--- config.mk ---
export PLATFORM = sky130hd
export DESIGN_NAME = memory_dump_reader
export DESIGN_NICKNAME = d
export VERILOG_FILES = /design/src/rtl/memory_dump_reader.sv
export SDC_FILE = /design/constraint.sdc
export NUM_CORES = 1
export LEC_CHECK = 0
export BUFFER_PORTS_ARGS = -buffer_cell sky130_fd_sc_hd__buf_4
export CORE_MARGIN = 5
export CORE_UTILIZATION = 40
export CTS_BUF_LIST = sky130_fd_sc_hd__clkbuf_8 sky130_fd_sc_hd__clkbuf_16
export DETAILED_ROUTE_END_ITERATION = 10
export PLACE_DENSITY = 0.67
export SLEW_MARGIN = 20
export SYNTH_ARGS = -nofsm -noshare
export SYNTH_HDL_FRONTEND = slang
export SYNTH_SLANG_ARGS = --single-unit
--- constraint.sdc ---
create_clock -name clk -period 3.2 [get_ports clk]
set_input_delay 0.64 -clock clk [delete_from_list [all_inputs] [get_ports clk]]
set_output_delay 0.64 -clock clk [all_outputs]
set_load 0.01 [all_outputs]
--- src/rtl/memory_dump_reader.sv ---
// memory_dump_reader
//   Memory-bus read initiator that streams a contiguous byte range of global
//   memory out as a byte stream, one bus word fetched per aligned 8-byte group
//   touched by the range, with a single read outstanding at a time.
//
// Ports
//   clk, reset             clock; synchronous active-high reset
//   start                  one-cycle dump request, sampled only when idle
//   base_addr, byte_len    first byte address (any alignment), byte count
//   busy, done             busy from accept until done inclusive; done pulse
//   mem_req_valid/ready    read request handshake, mem_req_addr word-aligned
//   mem_resp_valid/data    one-cycle read response, little-endian word
//   out_valid/ready        byte stream handshake
//   out_data, out_addr     byte value and its byte address
//   out_last               final byte of the dump
//
// state   | meaning
// S_IDLE  | waiting for start
// S_REQ   | read request presented, held until accepted
// S_WAIT  | request accepted, waiting for the response word
// S_STREAM| emitting bytes of the buffered word
// S_DONE  | done pulse, back to idle next cycle

module memory_dump_reader #(
  parameter int ADDR_WIDTH = 21,
  parameter int LEN_WIDTH  = 21,
  parameter int WORD_BYTES = 8
) (
  input  logic                    clk,
  input  logic                    reset,
  input  logic                    start,
  input  logic [ADDR_WIDTH-1:0]   base_addr,
  input  logic [LEN_WIDTH-1:0]    byte_len,
  output logic                    busy,
  output logic                    done,
  output logic                    mem_req_valid,
  input  logic                    mem_req_ready,
  output logic [ADDR_WIDTH-1:0]   mem_req_addr,
  input  logic                    mem_resp_valid,
  input  logic [WORD_BYTES*8-1:0] mem_resp_data,
  output logic                    out_valid,
  input  logic                    out_ready,
  output logic [7:0]              out_data,
  output logic [ADDR_WIDTH-1:0]   out_addr,
  output logic                    out_last
);

  localparam int OFF_W = $clog2(WORD_BYTES);

  typedef enum logic [2:0] {S_IDLE, S_REQ, S_WAIT, S_STREAM, S_DONE} state_e;

  state_e                  state_q;
  logic [ADDR_WIDTH-1:0]   cur_addr_q;
  logic [LEN_WIDTH-1:0]    remaining_q;
  logic [WORD_BYTES*8-1:0] word_q;
  logic                    busy_q, done_q, req_valid_q, out_valid_q, out_last_q;
  logic [ADDR_WIDTH-1:0]   req_addr_q, out_addr_q;
  logic [7:0]              out_data_q;

  logic [ADDR_WIDTH-1:0]   addr_inc_d;
  logic [LEN_WIDTH-1:0]    rem_dec_d;
  logic [7:0]              resp_byte_d;
  logic [7:0]              next_byte_d;

  // Address increment wraps naturally at 2^ADDR_WIDTH.
  assign addr_inc_d  = cur_addr_q + ADDR_WIDTH'(1);
  assign rem_dec_d   = remaining_q - LEN_WIDTH'(1);
  // First byte comes straight off the bus; later bytes from the held word.
  assign resp_byte_d = mem_resp_data[{cur_addr_q[OFF_W-1:0], 3'b000} +: 8];
  assign next_byte_d = word_q[{addr_inc_d[OFF_W-1:0], 3'b000} +: 8];

  always_ff @(posedge clk) begin
    if (reset) begin
      state_q     <= S_IDLE;
      cur_addr_q  <= '0;
      remaining_q <= '0;
      word_q      <= '0;
      busy_q      <= 1'b0;
      done_q      <= 1'b0;
      req_valid_q <= 1'b0;
      req_addr_q  <= '0;
      out_valid_q <= 1'b0;
      out_data_q  <= '0;
      out_addr_q  <= '0;
      out_last_q  <= 1'b0;
    end else begin
      done_q <= 1'b0;
      case (state_q)
        S_IDLE: begin
          if (start) begin
            busy_q <= 1'b1;
            if (byte_len == '0) begin
              done_q  <= 1'b1;
              state_q <= S_DONE;
            end else begin
              cur_addr_q  <= base_addr;
              remaining_q <= byte_len;
              req_valid_q <= 1'b1;
              req_addr_q  <= {base_addr[ADDR_WIDTH-1:OFF_W], OFF_W'(0)};
              state_q     <= S_REQ;
            end
          end
        end
        S_REQ: begin
          if (mem_req_ready) begin
            req_valid_q <= 1'b0;
            state_q     <= S_WAIT;
          end
        end
        S_WAIT: begin
          if (mem_resp_valid) begin
            word_q      <= mem_resp_data;
            out_valid_q <= 1'b1;
            out_data_q  <= resp_byte_d;
            out_addr_q  <= cur_addr_q;
            out_last_q  <= (remaining_q == LEN_WIDTH'(1));
            state_q     <= S_STREAM;
          end
        end
        S_STREAM: begin
          if (out_ready) begin
            cur_addr_q  <= addr_inc_d;
            remaining_q <= rem_dec_d;
            if (remaining_q == LEN_WIDTH'(1)) begin
              out_valid_q <= 1'b0;
              done_q      <= 1'b1;
              state_q     <= S_DONE;
            end else if (cur_addr_q[OFF_W-1:0] == '1) begin
              // Word exhausted: no prefetch, so the stream gaps while refetching.
              out_valid_q <= 1'b0;
              req_valid_q <= 1'b1;
              req_addr_q  <= {addr_inc_d[ADDR_WIDTH-1:OFF_W], OFF_W'(0)};
              state_q     <= S_REQ;
            end else begin
              out_data_q <= next_byte_d;
              out_addr_q <= addr_inc_d;
              out_last_q <= (rem_dec_d == LEN_WIDTH'(1));
            end
          end
        end
        S_DONE: begin
          busy_q  <= 1'b0;
          state_q <= S_IDLE;
        end
        default: state_q <= S_IDLE;
      endcase
    end
  end

  assign busy          = busy_q;
  assign done          = done_q;
  assign mem_req_valid = req_valid_q;
  assign mem_req_addr  = req_addr_q;
  assign out_valid     = out_valid_q;
  assign out_data      = out_data_q;
  assign out_addr      = out_addr_q;
  assign out_last      = out_last_q;

endmodule
======== Word-level counts from Yosys, hierarchy flattened ========
Index checks and enable logic that the tools add are counted.
storage, ports and cells
  logic and storage cells ................. 102
  flip-flop bits (word level) ............. 164
cells by class
  shifts and indexed selects .............. 2
  equal/unequal tests ..................... 16
  muxes and demuxes ....................... 56
  $add $sub $neg .......................... 2
  reductions and logical operators ........ 14
operators by type and width
  cell                     number
  $mux W21                 15
  $pmux W21 S2             4
  $shiftx A64 B7 Y8        2
  $eq A21 B1 Y1 const B    2
  $mux W8                  4
  $add A21 B1 Y21 const B  1
  $logic_not A21 Y1        1
  $mux W3                  7
  $sub A21 B1 Y21 const B  1
  $mux W1                  19
  $ne A2 B2 Y1 const B     8
  $pmux W8 S2              1
  $pmux W3 S4              1
  $reduce_and A5 Y1        2
  $pmux W1 S2              4
  $reduce_and A4 Y1        2
  $reduce_and A7 Y1        1
  $eq A3 B2 Y1 const B     2
  $eq A3 B3 Y1 const B     2
  $reduce_and A6 Y1        1
  $reduce_bool A2 Y1       3
  $reduce_and A2 Y1        2
  $eq A3 B1 Y1 const B     1
  $logic_not A3 Y1         1
  other kinds (3)          3

======== Longest topological paths before layout ========
Gate-level depths: netlist of run 1.
  depth in word-level cells ............... 6
  mapped depth ............................ 10

======== Worst setup path after synthesis of run 1 ========
Ideal clock, no wire load.
  path type ............................... register to register
  start ................................... register remaining_q[0]
  end ..................................... register out_last_q, in the netlist out_last
  period minus slack after synthesis ...... 2.246 ns
  path slack .............................. 0.954 ns
  library setup time ...................... 0.074 ns
  path buffers ............................ 0
  stages on the path, launching flop included .. 9
  arrival ................................. 2.171 ns
  required time ........................... 3.126 ns
  path through ............................ dfxtp_1 > inv_1 > ha_1 > nor3b_2 > nand3_1 > or3_1 > xnor2_1 > or4_1 > a31oi_1
between the ends
  cells in the longest elaborated chain, start to end .. 6
  elaborated cells between the ends (all ways) .. 10
RTL lines
  element                 RTL line  RTL
  start, declared         54        logic [LEN_WIDTH-1:0] remaining_q;
  start signal, assigned  97        remaining_q <= byte_len;
  start signal, assigned  123       remaining_q <= rem_dec_d;
  $sub A21 B1 Y21         67        assign rem_dec_d = remaining_q - LEN_WIDTH'(1);
  $eq A21 B1 Y1           137       out_last_q <= (rem_dec_d == LEN_WIDTH'(1));
  $mux W1                 128       end else if (cur_addr_q[OFF_W-1:0] == '1) begin
  $mux W1                 124       if (remaining_q == LEN_WIDTH'(1)) begin
  $mux W1                 121       if (out_ready) begin
  $pmux W1 S2             88        case (state_q)
  end signal, assigned    116       out_last_q <= (remaining_q == LEN_WIDTH'(1));
  end signal, assigned    137
  end, declared           56        logic busy_q, done_q, req_valid_q, out_valid_q, out_last_q;
Several ways; a longest one is shown, not always the timed one. The select of a mux whose other input is x is not followed.
A chain may end at the register's enable or synchronous reset.

======== Worst setup path after layout of run 1 ========
  start ................................... register cur_addr_q[0]
  end ..................................... register out_addr_q[9], in the netlist out_addr[9]
between the ends
  cells in the longest elaborated chain, start to end .. 5
  elaborated cells between the ends (all ways) .. 8
RTL lines
  element                 RTL line  RTL
  start, declared         53        logic [ADDR_WIDTH-1:0] cur_addr_q;
  start signal, assigned  96        cur_addr_q <= base_addr;
  start signal, assigned  122       cur_addr_q <= addr_inc_d;
  $add A21 B1 Y21         66        assign addr_inc_d = cur_addr_q + ADDR_WIDTH'(1);
  $mux W21                128
  $mux W21                124
  $mux W21                121
  $pmux W21 S2            88
  end signal, assigned    115       out_addr_q <= cur_addr_q;
  end signal, assigned    136       out_addr_q <= addr_inc_d;
  end, declared           57        logic [ADDR_WIDTH-1:0] req_addr_q, out_addr_q;
Several ways; a longest one is shown, not always the timed one. The select of a mux whose other input is x is not followed.

==> flow_summary.yaml, run 1 <==
run:
  max_cap_violations: 0
timing:
  max_slew_margin: 0.438
  setup_tns_ns: 0
  fin_ws_ns: 0.479
  hold_violations: 0
  period_needed_ns: 2.72
  worst_slew_pin_slew_ns: 0.842
  grt_setup_unrepaired: "no"
  post-route-period-util: 0.850
  finalMaxSlewViolations: 0
  setup_violations: 0
  fmax_mhz: 368
  skew_ns: 0.0110
yosys:
  synthAdderAreaFrac: 0.00731
  synth_top_family_by_area: "simple AND/OR/NAND/NOR gates"
  synth.mux.area_fraction: 0.119
  yosys_warnings: 0
  synth-async-reset-ratio: 0
  synth-seq-cells: 161
  synth_compound_area_frac: 0.169
  synth-simple-area-share: 0.235
  synth_edf_count: 0
  synth_area_per_cell_sq_um: 8.14
  synth_ff_type: "dfxtp_1"
  synth_xor_area_frac: 0.0420
  synth_cell_types: 64
  syn_inst: 1052
  synth.yosys.seq_area_share: 0.377
  synthesis.area_sq_um: 8560
grt:
  grt_pass1_wl_microns: 39400
  grtUsageTotal: 0.199
  antenna_found_initial: 0
  overflow: 0
  grt_pass1_vias: 7654
  grt_max_degree: 68
floorplan:
  fp.dieH_microns: 156
  die-area_sq_um: 24400
  io-pin-count: 167
  initial_core_util: 0.407
  die_w_microns: 156
  coreArea_sq_um: 21000
  num_rows: 53
power:
  swShare: 0.401
  p_comb_frac: 0.434
  vdd_drop_max_mv: 0.411
  power_density_nw_per_um2: 820
  seq_power_share: 0.329
  switchingPower_w: 0.00347
  leakagePower_nw: 3.94
  clockPowerShare: 0.237
  p_int_w: 0.00518
routing:
  dr.pass1.iters: 5
  drc_errors: 0
  ant_nets: 0
  avgRoutedWirePerCell_microns: 16.9
  vias_per_cell: 5.45
  drtIter0Drc: 537
  vias: 7929
  drt-total-wl_microns: 24500
setup_path:
  critPathLaunch: "cur_addr_q[0]"
  end_kind: "register"
  cp.arrival_ns: 3.06
  cp_max_fo: 28
  cp_data_required_time_ns: 3.54
  critPathLaunchType: "register"
  worstSetupPathType: "register to register"
  r2r-start: "cur_addr_q[0]"
clock_network:
  cts_setup_buffers: 0
  cts_root_buf: "clkbuf_16"
  clockBufferDepth: 2
  clkTransAtPathRegs_ns: 0.07
  htreeDepth: 4
  clk-insertion-delay-late_ns: 0.43
  numCtsBuffers: 17
  ctsHoldBuffers: 0
  cts.sinks: 161
  cts_tree: "yes"
  cts_resized: 0
hold_path:
  hp-class: "register to register"
  hold_path.startpoint: "word_q[60]"
placement:
  dp_hpwl_microns: 17200
  globalplace.congestion: 0.922
  place_ws_ns: 0.489
  io_buffers: 163
layout:
  syn2layout_area_growth_pct: 23.1
  n_antenna_cell: 0
  final_common_cell: "nand2_1"
  n_fill_cell: 2016
  mostFrequentLayoutCells: "nand2_1 (241), buf_4 (182), dfxtp_1 (160)"
  drive_above_1_share: 0.231
  nets: 1284
run_status:
  status: "finished, final reports clean"
==> synth_stat cells, types with 3 or more instances <==
library cell / n / area share
nand3b_1: 9 / 0.0079
o21ai_0: 38 / 0.022
nor2_1: 82 / 0.036
mux4_2: 32 / 0.084
clkbuf_1: 56 / 0.025
a211o_1: 10 / 0.010
nand4_1: 5 / 0.0037
ha_1: 5 / 0.0073
nand2_1: 242 / 0.11
nor3_1: 26 / 0.015
buf_6: 3 / 0.0039
inv_1: 6 / 0.0026
buf_4: 5 / 0.0044
o41ai_1: 4 / 0.0041
a21oi_1: 120 / 0.070
or2_2: 3 / 0.0022
xor2_1: 16 / 0.016
nand2b_1: 4 / 0.0029
mux2i_1: 30 / 0.035
and3_1: 5 / 0.0037
a22oi_1: 10 / 0.0088
o31ai_1: 9 / 0.0079
a211oi_1: 25 / 0.022
a21oi_2: 4 / 0.0041
nor2b_1: 3 / 0.0022
nor4_1: 12 / 0.0088
buf_2: 19 / 0.011
dfxtp_1: 161 / 0.38
xnor2_1: 25 / 0.026
nand3_1: 28 / 0.016
or3_1: 7 / 0.0051
a31oi_1: 3 / 0.0022
buf_1: 7 / 0.0031
==> worst paths after layout <==
kind | end | slack [ns] | cells after the start
worst max-delay path | out_addr[9] | 0.48 | 8
worst min-delay path | word_q[60] | 0.45 | 2
worst max register to register | out_addr[9] | 0.48 | 8
worst min register to register | word_q[60] | 0.45 | 2
==> sequential cells by signal (all words and copies together), names as in the netlist <==
signal / cells
mem_req_addr: 18
out_valid: 1
busy: 1
out_data: 8
out_addr: 21
done: 1
word_q: 64
out_last: 1
state_q: 3
mem_req_valid: 1
remaining_q: 21
cur_addr_q: 21
==> per-stage QoR <==
step | power, W | area (sq um) | util | hold WS, ns | std cells
2_1_floorplan | 0.00544 | 8570 | - | 0.433 | 1054
3_3_place_gp | 0.00659 | 9950 | 0.473 | 0.439 | 1423
3_5_place_dp | 0.00664 | 9950 | 0.473 | 0.443 | 1423
4_1_cts | 0.00870 | 10500 | 0.501 | 0.443 | 1455
5_1_grt | 0.00922 | 10500 | 0.501 | 0.448 | 1455
6_report | 0.00864 | 10500 | 0.501 | 0.453 | 1455
==> per-layer routing <==
layer | up-vias | share of wire | track usage
li1 | 3917 | - | -
met1 | 3727 | 0.44 | 0.271
met2 | 259 | 0.47 | 0.319
met3 | 26 | 0.074 | 0.0467
met4 | 0 | 0.014 | 0.0562
met5 | - | 0 | 0
==> power groups by stage <==
stage | Clock (W) | Combinational, W | Sequential (W)
2_1_floorplan | 0 | 0.00266 | 0.00278
5_1_grt | 0.00218 | 0.00413 | 0.00292
4_1_cts | 0.00208 | 0.00377 | 0.00284
6_report | 0.00205 | 0.00375 | 0.00285
3_5_place_dp | 0 | 0.00375 | 0.00289
3_3_place_gp | 0 | 0.00371 | 0.00288
==> critical path, stage by stage (launching register included) <==
cell and delay, ns:
dfxtp_2 0.32, ha_1 0.23, ha_1 0.25, nand3b_1 0.17, a21oi_1 0.25, a21boi_4 0.73, buf_4 0.38, nor2_1 0.06
a211oi_1 0.23
==> area by class of cell <==
type,count,area (sq um),share of cell area
Inverter,6,22.5,0.00214
Timing Repair Buffer,185,1430,0.135
Multi-Input combinational cell,796,4940,0.468
Clock buffer,17,425,0.0404
Clock inverter,15,159,0.0151
Sequential cell,161,3220,0.306
Tap cell,275,344,0.0327
==> kinds of logic after synthesis <==
group / after synthesis
and+or+nand+nor: 445
AOI/OAI and AO/OA: 240
DFF: 161
buffers and inverters: 97
muxes: 62
xor gates and xnor gates: 41
adders and majority gates: 5
other: 1
No activity file was read; power rests on OpenSTA's default activity.
==> inputs of run 2 (changes only) <==
--- a/config.mk
+++ b/config.mk
@@ -10,7 +10,7 @@
 export CORE_UTILIZATION = 40
 export CTS_BUF_LIST = sky130_fd_sc_hd__clkbuf_8 sky130_fd_sc_hd__clkbuf_16
 export DETAILED_ROUTE_END_ITERATION = 10
-export PLACE_DENSITY = 0.67
+export PLACE_DENSITY = 0.64
 export SLEW_MARGIN = 20
 export SYNTH_ARGS = -nofsm -noshare
 export SYNTH_HDL_FRONTEND = slang
==> run 2 against run 1 <==
  * Clock-buffer cell count rose by 2
  * Die area did not move
  * Worst setup slack improved by 0.11 ns
  * Combinational power fell by 3%
  * Global-route usage fell by 0.26 points
  * Utilization fell by 0.18 points
  * Clock power barely moved
  * Fmax rose by 4.1%
  * Register-to-register slack improved by 0.11 ns
  * Critical path type unchanged
  * Largest cell class unchanged
==> flow_summary.yaml, run 2 (synthesized netlist as in run 1, its figures left out) <==
timing:
  setup_tns_ns: 0
  worst_slew_pin_slew_ns: 0.991
  skew_ns: 0.0158
  finalMaxSlewViolations: 0
  post-route-period-util: 0.817
  fmax_mhz: 383
  period_needed_ns: 2.61
  grt_setup_unrepaired: "no"
  hold_violations: 0
  max_slew_margin: 0.335
  setup_violations: 0
setup_path:
  critPathLaunchType: "register"
  worstSetupPathType: "register to register"
  cp_data_required_time_ns: 3.55
  end_kind: "register"
  cp.arrival_ns: 2.96
  cp_max_fo: 11
power:
  vdd_drop_max_mv: 0.377
  report.power.total_w: 0.00858
  leakagePower_nw: 3.93
  power_density_nw_per_um2: 817
layout:
  drive_above_1_share: 0.229
  nets: 1280
  final_common_cell: "nand2_1"
  fin_area_sq_um: 10500
  largest_reg_flops: 64
  mostFrequentLayoutCells: "nand2_1 (241), buf_4 (179), dfxtp_1 (160)"
  n_antenna_cell: 0
  finalCoreUtilization: 0.499
  syn2layout_area_growth_pct: 22.7
  stdcell_count: 1451
  regMostFlops: "word_q"
placement:
  globalplace.congestion: 0.821
  io_buffers: 163
  place_area_sq_um: 9910
  place_inst: 1419
  dp_hpwl_microns: 17400
routing:
  vias: 7873
  vias_per_cell: 5.43
  drtIter0Drc: 510
  dr.pass1.iters: 5
  drc_errors: 0
  drt-total-wl_microns: 24500
  avgRoutedWirePerCell_microns: 16.9
  ant_nets: 0
clock_network:
  numCtsBuffers: 17
  cts_resized: 0
  ctsHoldBuffers: 0
  cts_setup_buffers: 0
  cts_root_buf: "clkbuf_16"
  htreeDepth: 4
  clk-insertion-delay-late_ns: 0.44
  clockBufferDepth: 2
  cts.sinks: 161
  clkTransAtPathRegs_ns: 0.07
  cts_tree: "yes"
run:
  max_cap_violations: 0
floorplan:
  io-pin-count: 167
  coreArea_sq_um: 21000
  initial_core_util: 0.407
  die-area_sq_um: 24400
  num_rows: 53
  die_w_microns: 156
  fp.dieH_microns: 156
grt:
  overflow: 0
  grtUsageTotal: 0.197
  grt_pass1_wl_microns: 38800
  grt_max_degree: 97
  grt_pass1_vias: 7344
  antenna_found_initial: 0
hold_path:
  hp-class: "register to register"
run_status:
  status: "finished, final reports clean"
[run 2: cell types whose count changed in the layout (fill, tap and decap cells not counted), moves of 2 or more]
cell and delta:
clkinvlp_4 -3, buf_4 -3, inv_6 -3, clkbuf_8 +2
clkinv_2 +4
[run 2: stage by stage]
| step | hold WS, ns | worst slack, ns |
|---|---|---|
| floorplan | 0.433 | 0.954 |
| global placement | 0.439 | 0.442 |
| detailed placement | 0.443 | 0.370 |
| CTS | 0.448 | 0.605 |
| global route | 0.445 | 0.340 |
| finish | 0.452 | 0.587 |
[run 2: path summary, 6_finish.rpt]
kind	startpoint	endpoint	slack, ns	depth (start not counted)
worst min-delay path	word_q[0]	word_q[0]	0.45	2
worst min register to register	word_q[0]	word_q[0]	0.45	2
worst max-delay path	remaining_q[0]	out_data[2]	0.59	7
worst max register to register	remaining_q[0]	out_data[2]	0.59	7
[run 2: per-layer routing]
layer  wire length (microns)  vias to the layer above  share of wire  global-route usage
met3                    1990                       16          0.081              0.0523
met2                   11400                      252           0.47               0.309
met5                       0                        -              0                   0
met1                   10800                     3685           0.44               0.271
met4                     219                        0         0.0089              0.0475
li1                        -                     3920              -                   -
[run 2: cell type report]
type,count,area (sq um)
clock buffers,19,453
inverters,6,22.5
repair buffers,181,1380
well taps,275,344
multi-input cells,796,4940
clock inverters,13,135
flip-flops and latches,161,3220
fillers,2056,10500
[run 2: where the power goes]
| group | total [W] | switching [W] | leakage (nW) | internal, W |
|---|---|---|---|---|
| Combinational | 0.00363 | 0.00208 | 2.33 | 0.00156 |
| Sequential | 0.00290 | 0.000475 | 1.31 | 0.00242 |
| Clock | 0.00205 | 0.000859 | 0.289 | 0.00119 |
| Total | 0.00858 | 0.00341 | 3.93 | 0.00517 |
[run 2: worst max-delay path, cell delays in order (launching register included)]
cell and delay (ns):
dfxtp_1 0.42, ha_1 0.16, or3b_1 0.37, nor4_2 0.37, nand2_1 0.13, o21ai_1 0.78
nand2_1 0.11, a21oi_1 0.18
